<file path="config.mk">
export PLATFORM = sky130hd
export DESIGN_NAME = pipemdu_flat
export DESIGN_NICKNAME = d
export VERILOG_FILES = /design/src/rtl/pipemdu_if.sv /design/src/rtl/pipemdu.sv /design/src/flat_wrapper.sv
export SDC_FILE = /design/constraint.sdc
export NUM_CORES = 1
export LEC_CHECK = 0
export CAP_MARGIN = 30
export CORE_MARGIN = 4
export CORE_UTILIZATION = 25
export DETAILED_ROUTE_END_ITERATION = 10
export PLACE_DENSITY = 0.4
export SLEW_MARGIN = 20
export SYNTH_ARGS = -nofsm -noshare
export SYNTH_HDL_FRONTEND = slang
export SYNTH_SLANG_ARGS = --single-unit
</file>
<file path="constraint.sdc">
create_clock -name clock -period 4.65 [get_ports clock]
set_clock_uncertainty 0.05 [all_clocks]
set_input_delay 0.93 -clock clock [delete_from_list [all_inputs] [get_ports clock]]
set_output_delay 0.93 -clock clock [all_outputs]
set_load 0.02 [all_outputs]
</file>
<file path="src/rtl/pipemdu_if.sv">
// Operand/result bundle between the EXE stage and the multiply/divide unit.
// The master issues operations and MTHI/MTLO writes; the slave is the unit itself.
interface pipemdu_if #(
  parameter int WIDTH = 32
);
  logic             start;
  logic [1:0]       op;
  logic [WIDTH-1:0] a;
  logic [WIDTH-1:0] b;
  logic             wr_hi;
  logic             wr_lo;
  logic [WIDTH-1:0] wdata;
  logic             busy;
  logic             done;
  logic [WIDTH-1:0] hi;
  logic [WIDTH-1:0] lo;

  modport master (
    output start, op, a, b, wr_hi, wr_lo, wdata,
    input  busy, done, hi, lo
  );

  modport slave (
    input  start, op, a, b, wr_hi, wr_lo, wdata,
    output busy, done, hi, lo
  );
endinterface

</file>
<file path="src/rtl/pipemdu.sv">
// Iterative multiply/divide unit: magnitude shift-add multiply or restoring divide
// over WIDTH cycles, then a sign-fix/writeback cycle into the HI/LO pair.
module pipemdu #(
  parameter int WIDTH = 32
) (
  input logic        clock,
  input logic        resetn,
  pipemdu_if.slave   bus
);
  localparam int CW = $clog2(WIDTH);

  typedef enum logic [1:0] {IDLE, CALC, FIX} state_t;

  state_t             state_q, state_d;
  logic [1:0]         op_q;
  logic [WIDTH-1:0]   a_mag, b_mag, a_orig;
  logic [2*WIDTH-1:0] acc, acc_step;
  logic [CW-1:0]      cnt;
  logic               neg_pq, neg_r;

  logic               signed_in;
  logic [WIDTH-1:0]   a_abs, b_abs;
  logic [WIDTH:0]     mul_sum, trial, diff;
  logic               q_bit;
  logic [2*WIDTH-1:0] prod;
  logic [WIDTH-1:0]   quo, rem, hi_res, lo_res;

  always_ff @(posedge clock) begin
    if (!resetn) state_q <= IDLE;
    else         state_q <= state_d;
  end

  always_comb begin
    state_d = state_q;
    case (state_q)
      IDLE:    if (bus.start) state_d = CALC;
      CALC:    if (cnt == CW'(WIDTH - 1)) state_d = FIX;
      FIX:     state_d = IDLE;
      default: state_d = IDLE;
    endcase
  end

  always_comb begin
    signed_in = ~bus.op[0];
    a_abs     = (signed_in && bus.a[WIDTH-1]) ? -bus.a : bus.a;
    b_abs     = (signed_in && bus.b[WIDTH-1]) ? -bus.b : bus.b;

    // Multiply: multiplier sits in the low half and shifts out LSB first.
    mul_sum = acc[0] ? ({1'b0, acc[2*WIDTH-1:WIDTH]} + {1'b0, a_mag})
                     : {1'b0, acc[2*WIDTH-1:WIDTH]};
    // Divide: low half holds dividend bits shifting out MSB first, quotient bits shift in.
    trial = acc[2*WIDTH-1:WIDTH-1];
    diff  = trial - {1'b0, b_mag};
    q_bit = ~diff[WIDTH];

    if (op_q[1])
      acc_step = {(q_bit ? diff[WIDTH-1:0] : trial[WIDTH-1:0]), acc[WIDTH-2:0], q_bit};
    else
      acc_step = {mul_sum, acc[WIDTH-1:1]};
  end

  always_comb begin
    prod = neg_pq ? -acc : acc;
    quo  = neg_pq ? -acc[WIDTH-1:0] : acc[WIDTH-1:0];
    rem  = neg_r  ? -acc[2*WIDTH-1:WIDTH] : acc[2*WIDTH-1:WIDTH];
    if (!op_q[1]) begin
      hi_res = prod[2*WIDTH-1:WIDTH];
      lo_res = prod[WIDTH-1:0];
    end else if (b_mag == '0) begin
      hi_res = a_orig;
      lo_res = '1;
    end else begin
      hi_res = rem;
      lo_res = quo;
    end
  end

  always_ff @(posedge clock) begin
    if (!resetn) begin
      op_q     <= '0;
      a_mag    <= '0;
      b_mag    <= '0;
      a_orig   <= '0;
      acc      <= '0;
      cnt      <= '0;
      neg_pq   <= 1'b0;
      neg_r    <= 1'b0;
      bus.busy <= 1'b0;
      bus.done <= 1'b0;
      bus.hi   <= '0;
      bus.lo   <= '0;
    end else begin
      bus.done <= 1'b0;
      bus.busy <= (state_d != IDLE);
      case (state_q)
        IDLE: begin
          if (bus.wr_hi) bus.hi <= bus.wdata;
          if (bus.wr_lo) bus.lo <= bus.wdata;
          if (bus.start) begin
            op_q   <= bus.op;
            a_mag  <= a_abs;
            b_mag  <= b_abs;
            a_orig <= bus.a;
            acc    <= bus.op[1] ? {{WIDTH{1'b0}}, a_abs} : {{WIDTH{1'b0}}, b_abs};
            neg_pq <= signed_in & (bus.a[WIDTH-1] ^ bus.b[WIDTH-1]);
            neg_r  <= signed_in & bus.a[WIDTH-1];
            cnt    <= '0;
          end
        end
        CALC: begin
          acc <= acc_step;
          cnt <= cnt + 1'b1;
        end
        FIX: begin
          bus.hi   <= hi_res;
          bus.lo   <= lo_res;
          bus.done <= 1'b1;
        end
        default: ;
      endcase
    end
  end
endmodule

</file>
<file path="src/flat_wrapper.sv">
// flat-port wrapper written by rule: the top's interface ports become plain ports
module pipemdu_flat 
#(
  parameter int WIDTH = 32
)
  (clock, resetn, bus_start, bus_op, bus_a, bus_b, bus_wr_hi, bus_wr_lo, bus_wdata, bus_busy, bus_done, bus_hi, bus_lo);
  pipemdu_if #(.WIDTH(WIDTH)) bus_i ();
  input logic clock;
  input logic resetn;
  input wire logic [$bits(bus_i.start)-1:0] bus_start;
  input wire logic [$bits(bus_i.op)-1:0] bus_op;
  input wire logic [$bits(bus_i.a)-1:0] bus_a;
  input wire logic [$bits(bus_i.b)-1:0] bus_b;
  input wire logic [$bits(bus_i.wr_hi)-1:0] bus_wr_hi;
  input wire logic [$bits(bus_i.wr_lo)-1:0] bus_wr_lo;
  input wire logic [$bits(bus_i.wdata)-1:0] bus_wdata;
  output wire logic [$bits(bus_i.busy)-1:0] bus_busy;
  output wire logic [$bits(bus_i.done)-1:0] bus_done;
  output wire logic [$bits(bus_i.hi)-1:0] bus_hi;
  output wire logic [$bits(bus_i.lo)-1:0] bus_lo;
  assign bus_i.start = bus_start;
  assign bus_i.op = bus_op;
  assign bus_i.a = bus_a;
  assign bus_i.b = bus_b;
  assign bus_i.wr_hi = bus_wr_hi;
  assign bus_i.wr_lo = bus_wr_lo;
  assign bus_i.wdata = bus_wdata;
  assign bus_busy = bus_i.busy;
  assign bus_done = bus_i.done;
  assign bus_hi = bus_i.hi;
  assign bus_lo = bus_i.lo;
  pipemdu #(.WIDTH(WIDTH)) u_core (.clock(clock), .resetn(resetn), .bus(bus_i));
endmodule
</file>
==> flow_summary.toml, run 1 <==
[run_status]
status = "complete, no violations"

[die]
dieArea_um2 = 77300
die_w_um = 278
row_count = 98
io_pins = 169
core_area_um2 = 71900
initial_core_util = 0.254
chipHeight_um = 278

[layout]
final_cell_mix = "nand2_1 (339), dfxtp_1 (232), o21ai_0 (180), a21oi_1 (179), clkdlybuf4s50_1 (166)"
area_delta_synth_final_pct = 20.5
register_area_um2 = 4710
n_fill_cell = 7807
multi_input_area_um2 = 12500
final_common_cell = "nand2_1"
fin_nets = 2672
num_antenna_cells = 0
drive_gt1_frac = 0.0667

[clocking]
postCtsHoldBufs = 0
cts_max_path_buffers = 3
cts_tree = "done"
h-tree-depth = 1
postCtsSetupBuffers = 0
root_buffer = "clkbuf_16"
clock-sinks = 235
clk_pin_slew_ns = 0.06
worstSkewPairLatency_ns = 0.62
postCtsResizedCells = 0
numCtsBuffers = 30

[sta]
report.final.hold_viol_count = 0
tns_ns = 0
drv_slew = 0
min_period_ns = 3.86
rsz0062_at_grt = "false"
worst_pin_slew_ns = 0.907
fin_crit_sh = 0.829
max_freq_ghz = 0.259
relSlewSlack = 0.396
finalSetupViolCount = 0

[synthesis]
synth-main-ff-cell = "dfxtp_1"
synth_seq_cells = 235
yosysWarnings = 0
synth_area_um2 = 18200
synth_cell_type_count = 84
syn_avg_cell_area_um2 = 7.54
synth-seq-area-share = 0.258
ys_async_sr_fraction = 0
synth_cells = 2416
yosysTopAreaCell = "dfxtp_1"
synth.top_cell.area_share = 0.258
ys_top_cells_by_area = "dfxtp_1 (26%), nand2_1 (7.0%), xnor2_1 (5.2%), o21ai_0 (4.9%), a21oi_1 (4.9%)"
synth_edf_count = 0
synth_nets = 2591

[pwr]
internal_power_w = 0.00429
p_sw_w = 0.00247
p_leak_nw = 8.85
p_per_area_nw_per_um2 = 308
pwr-share-seq = 0.354
power_frac_clock = 0.347
ir_drop_mv = 0.223
power_frac_comb = 0.298
switching_share = 0.365
p_total_w = 0.00676

[worst_setup_path]
start_kind = "flop"
cp_data_required_time_ns = 5.05
slowest_delay_ns = 0.55
arrival_ns = 4.25
crit_chain = "ha_1 -> inv_1 -> fa_1 -> nand2b_1 -> a21oi_1 -> o221a_2 -> o21ai_0 -> o32ai_1 -> o221ai_1 -> mux2_2 -> a31oi_1 -> o21ai_0"
cp_slowest_cell = "dfxtp_1"
critPathMaxFanout = 3
end_kind = "flop"
worstSetupPathType = "reg2reg"
crit_top_cell = "o21ai_0"

[drt]
remaining_drc_errors = 0
vias = 18921
drt_iter0_drc = 1413
wl_per_cell_um = 24.9
ant_nets = 0
avgViaCountPerCell = 5.46
routed_wl_um = 86300
firstDrtPassIters = 5

[global_route]
grt_max_degree = 119
grt_usage = 0.212
antenna_found_initial = 2
grt_pass1_wl_um = 125000
overflow = 0
grt_pass1_vias = 17998

[placed_design]
hpwlAfterDp_um = 68500
portBuffers = 168
gp_congestion = 0.900

[min_path]
hold_path_class = "reg2reg"

[job]
cap_viol_max_count = 0
layout make-up:
| cell class | instances | share of cell area |
|---|---|---|
| multi-input cells | 1915 | 0.570 |
| repair buffers | 245 | 0.105 |
| clock buffers | 43 | 0.0378 |
| inverters | 70 | 0.0120 |
| clock inverters | 10 | 0.00598 |
| flip-flops and latches | 235 | 0.214 |
| well taps | 950 | 0.0541 |
per-stage QoR:
step                worst slack [ns]  std cells  hold WS [ns]  instance area (um^2)  utilization
floorplan                       1.28       2416         0.390                 18200            -
global placement               0.622       3413         0.396                 21000        0.292
detailed placement             0.584       3415         0.400                 21000        0.292
CTS                            0.896       3468         0.410                 22000        0.306
global route                   0.611       3468         0.428                 22000        0.306
finish                         0.793       3468         0.407                 22000        0.306
layer usage:
layer	up-vias	share of wire	GRT usage
met5	-	0	0
met4	0	0.029	0.0581
met3	93	0.055	0.0301
met2	561	0.46	0.345
met1	9253	0.46	0.295
li1	9014	-	-
logic make-up (layout without fill, tap and decap cells):
group | Yosys count | after routing | synth area share
compound gates | 828 | 828 | 0.309
xor+xnor | 169 | 169 | 0.0812
fa+ha+maj | 72 | 72 | 0.0503
buf+inv | 266 | 368 | 0.0562
flops | 235 | 235 | 0.258
mux | 89 | 89 | 0.0494
simple gates | 757 | 757 | 0.196
state kept, by name, indices dropped and copies added (netlist names), 2 cells and up:
| signal | flops |
|---|---|
| u_core.a_mag | 31 |
| u_core.bus.hi | 32 |
| u_core.cnt | 5 |
| u_core.state_q | 2 |
| u_core.a_orig | 32 |
| u_core.b_mag | 32 |
| u_core.bus.lo | 32 |
| u_core.acc | 64 |
Yosys cell counts, types with 39 or more instances:
master and n:
nand2_1 340, dfxtp_1 235, o21ai_0 180, a21oi_1 179
clkbuf_1 179, nor2_1 132, xnor2_1 108, mux2i_1 82
o211a_1 71, ha_1 70, a21boi_0 68, inv_1 67
xor2_1 61, o211ai_1 47, o31ai_1 42, o221ai_1 39
power by group through the flow:
| stage | combinational (W) | sequential [W] | clock (W) |
|---|---|---|---|
| finish | 0.00202 | 0.00240 | 0.00235 |
| global route | 0.00219 | 0.00241 | 0.00247 |
| CTS | 0.00201 | 0.00239 | 0.00240 |
| detailed placement | 0.00200 | 0.00243 | 0 |
| global placement | 0.00200 | 0.00243 | 0 |
| floorplan | 0.00125 | 0.00233 | 0 |
worst paths after layout:
| path | from | endpoint | slack, ns | cells after the start |
|---|---|---|---|---|
| max reg2reg | u_core.a_orig[0]$_SDFFE_PN0P_ | u_core.acc[61]$_SDFFE_PN0P_ | 0.79 | 12 |
| max | u_core.a_orig[0]$_SDFFE_PN0P_ | u_core.acc[61]$_SDFFE_PN0P_ | 0.79 | 12 |
| min reg2reg | u_core.bus.hi[20]$_SDFFE_PN0P_ | u_core.bus.hi[20]$_SDFFE_PN0P_ | 0.41 | 2 |
| min | u_core.bus.hi[20]$_SDFFE_PN0P_ | u_core.bus.hi[20]$_SDFFE_PN0P_ | 0.41 | 2 |
worst max-delay path, delay by kind of cell, from the launching register on:
kind	cells	cell delay, ns
buffers and inverters	1	0.06
AOI/OAI and AO/OA	7	1.82
and+or+nand+nor	1	0.19
muxes	1	0.35
adders and majority gates	2	0.67
DFF	1	0.55
Note: power is estimated with default switching activity, not from simulation.
==> inputs of run 2 (changes only) <==
==> constraint.sdc (replaced) <==
create_clock -name clock -period 3.9 [get_ports clock]
set_clock_uncertainty 0.05 [all_clocks]
set_input_delay 0.78 -clock clock [delete_from_list [all_inputs] [get_ports clock]]
set_output_delay 0.78 -clock clock [all_outputs]
set_load 0.02 [all_outputs]
==> run 2 against run 1 <==
Non-clock buffer count up 83. Wire length up 3.1%. Register-to-register slack worse by 0.54 ns. Global-route usage up 0.61 points. Largest cell class unchanged. Highest routed layer unchanged. Clock power up 26%. Fmax up 5.8%. Sequential share of layout area down 0.66 points. Total power up 23%.
==> flow_summary.toml, run 2 (synthesized netlist as in run 1, its figures left out) <==
[run_status]
status = "complete, no violations"

[global_route]
grt_pass1_wl_um = 128000
grt_max_degree = 92
grt_usage = 0.219
overflow = 0
antenna_found_initial = 0
grt_pass1_vias = 18409

[layout]
final_common_cell = "nand2_1"
fin_nets = 2756
area_delta_synth_final_pct = 24.4
final_cell_mix = "nand2_1 (339), dfxtp_1 (232), o21ai_0 (180), a21oi_1 (179), clkdlybuf4s50_1 (166)"
regMostFlops = "u_core.acc"
fin_area_um2 = 22700
largest_reg_flops = 64
drive_gt1_frac = 0.101
utilization = 0.316

[drt]
firstDrtPassIters = 8
remaining_drc_errors = 0
vias = 19388
ant_nets = 0
avgViaCountPerCell = 5.45
wl_per_cell_um = 25.0
drt_iter0_drc = 1619
routed_wl_um = 88900

[die]
initial_core_util = 0.254
io_pins = 169
chipHeight_um = 278
dieArea_um2 = 77300
core_area_um2 = 71900
die_w_um = 278
row_count = 98

[worst_setup_path]
worstSetupPathType = "reg2reg"
rrSetupSlack_ns = 0.25
crit_chain = "inv_1 -> ha_1 -> nand2_1 -> nor3b_1 -> a21oi_1 -> a2111oi_0 -> nor3_1 -> o41ai_1 -> xnor2_1 -> o2111ai_1 -> a32o_1"
critPathMaxFanout = 5
arrival_ns = 4.07
critical_path_buf_inv_count = 1
cp_slowest_cell = "a2111oi_0"
r2r_end = "u_core.acc[57]$_SDFFE_PN0P_"
end_kind = "flop"
cp_data_required_time_ns = 4.33
slowest_delay_ns = 0.78
start_kind = "flop"
worstReg2RegStart = "u_core.b_mag[8]$_SDFFE_PN0P_"
cp_top_family = "compound AO/OA/AOI/OAI gates"
r2r_cells = 11

[pwr]
p_leak_nw = 9.31
pwr-share-seq = 0.337
ir_drop_mv = 0.261
p_per_area_nw_per_um2 = 368
switching_share = 0.361
p_total_w = 0.00834
internal_power_w = 0.00533
power_frac_comb = 0.308
power_frac_clock = 0.355
p_sw_w = 0.00301

[job]
cap_viol_max_count = 0

[clocking]
worstSkewPairLatency_ns = 0.60
clk_pin_slew_ns = 0.06
root_buffer = "clkbuf_16"
postCtsHoldBufs = 0
cts_tree = "done"
h-tree-depth = 1
numCtsBuffers = 31
postCtsResizedCells = 0
cts_max_path_buffers = 3
clock-sinks = 235
postCtsSetupBuffers = 0

[placed_design]
hpwlAfterDp_um = 70700
gp_congestion = 0.874
dpl_cell_area_um2 = 21600
portBuffers = 168

[min_path]
hold_path_class = "reg2reg"
hp-start = "u_core.bus.hi[9]$_SDFFE_PN0P_"
worstHoldPathCells = 2
min_to = "u_core.bus.hi[9]$_SDFFE_PN0P_"

[sta]
min_period_ns = 3.65
report.final.hold_viol_count = 0
finalSetupViolCount = 0
rsz0062_at_grt = "false"
max_freq_ghz = 0.274
fin_crit_sh = 0.935
relSlewSlack = 0.367
worst_pin_slew_ns = 0.949
tns_ns = 0
drv_slew = 0
==> run 2: changes by cell type in the layout (fill, tap and decap cells not counted), sizes merged <==
cell and change:
buf +83, clkinv +3, diode +1, inv +1
==> run 2: how the worst max path moves through the flow <==
| stage | start | endpoint | cells past startpoint |
|---|---|---|---|
| after floorplan | u_core.acc[31]$_SDFFE_PN0P_ | u_core.acc[55]$_SDFFE_PN0P_ | 13 |
| after global placement | bus_a[6] | u_core.acc[29]$_SDFFE_PN0P_ | 10 |
| after detailed placement | bus_b[0] | u_core.acc[14]$_SDFFE_PN0P_ | 12 |
| after CTS | u_core.b_mag[1]$_SDFFE_PN0P_ | u_core.acc[57]$_SDFFE_PN0P_ | 11 |
| after global routing | u_core.b_mag[1]$_SDFFE_PN0P_ | u_core.acc[57]$_SDFFE_PN0P_ | 11 |
| final | u_core.b_mag[8]$_SDFFE_PN0P_ | u_core.acc[57]$_SDFFE_PN0P_ | 11 |
==> run 2: metal layers <==
metal  GRT usage  vias to the layer above  wire length, um
li1            -                     9190                -
met1       0.312                     9509            41400
met2       0.357                      601            40800
met3      0.0226                       88             4750
met4      0.0476                        0             1990
met5           0                        -                0
==> run 2: power by group through the flow <==
stage	logic (W)	clock network [W]	registers [W]
finish	0.00257	0.00296	0.00281
global route	0.00278	0.00311	0.00282
CTS	0.00256	0.00302	0.00280
detailed placement	0.00255	0	0.00285
global placement	0.00255	0	0.00285
floorplan	0.00149	0	0.00278
==> run 2: layout make-up <==
| class | count | area, um^2 |
|---|---|---|
| Antenna cell | 1 | 2.50 |
| Clock buffer | 43 | 901 |
| Clock inverter | 14 | 136 |
| Fill cell | 7774 | 49200 |
| Inverter | 70 | 263 |
| Multi-Input combinational cell | 1915 | 12500 |
| Sequential cell | 235 | 4710 |
| Tap cell | 950 | 1190 |
| Timing Repair Buffer | 328 | 2930 |
==> run 2: metrics by stage <==
step | hold WS (ns) | cells | worst slack, ns
after floorplan | 0.390 | 2416 | 0.527
after global placement | 0.395 | 3498 | 0.147
after detailed placement | 0.403 | 3498 | 0.137
after CTS | 0.411 | 3555 | 0.231
after global routing | 0.435 | 3555 | 0.0461
final | 0.408 | 3556 | 0.253
==> run 2: worst reg2reg max path: stages (launching register included) <==
cell and delay, ns:
dfxtp_1 0.45, inv_1 0.08, ha_1 0.35, nand2_1 0.12, nor3b_1 0.21, a21oi_1 0.11
a2111oi_0 0.78, nor3_1 0.20, o41ai_1 0.47, xnor2_1 0.23, o2111ai_1 0.18, a32o_1 0.30
==> inputs of run 3 (changes only) <==
--- a/config.mk
+++ b/config.mk
@@ -5,6 +5,7 @@
 export SDC_FILE = /design/constraint.sdc
 export NUM_CORES = 1
 export LEC_CHECK = 0
+export ABC_CLOCK_PERIOD_IN_PS = 3900
 export CAP_MARGIN = 30
 export CORE_MARGIN = 4
 export CORE_UTILIZATION = 25
==> results of run 3 <==
Same layout as run 2: the final DEF is identical, and so are final timing and power.
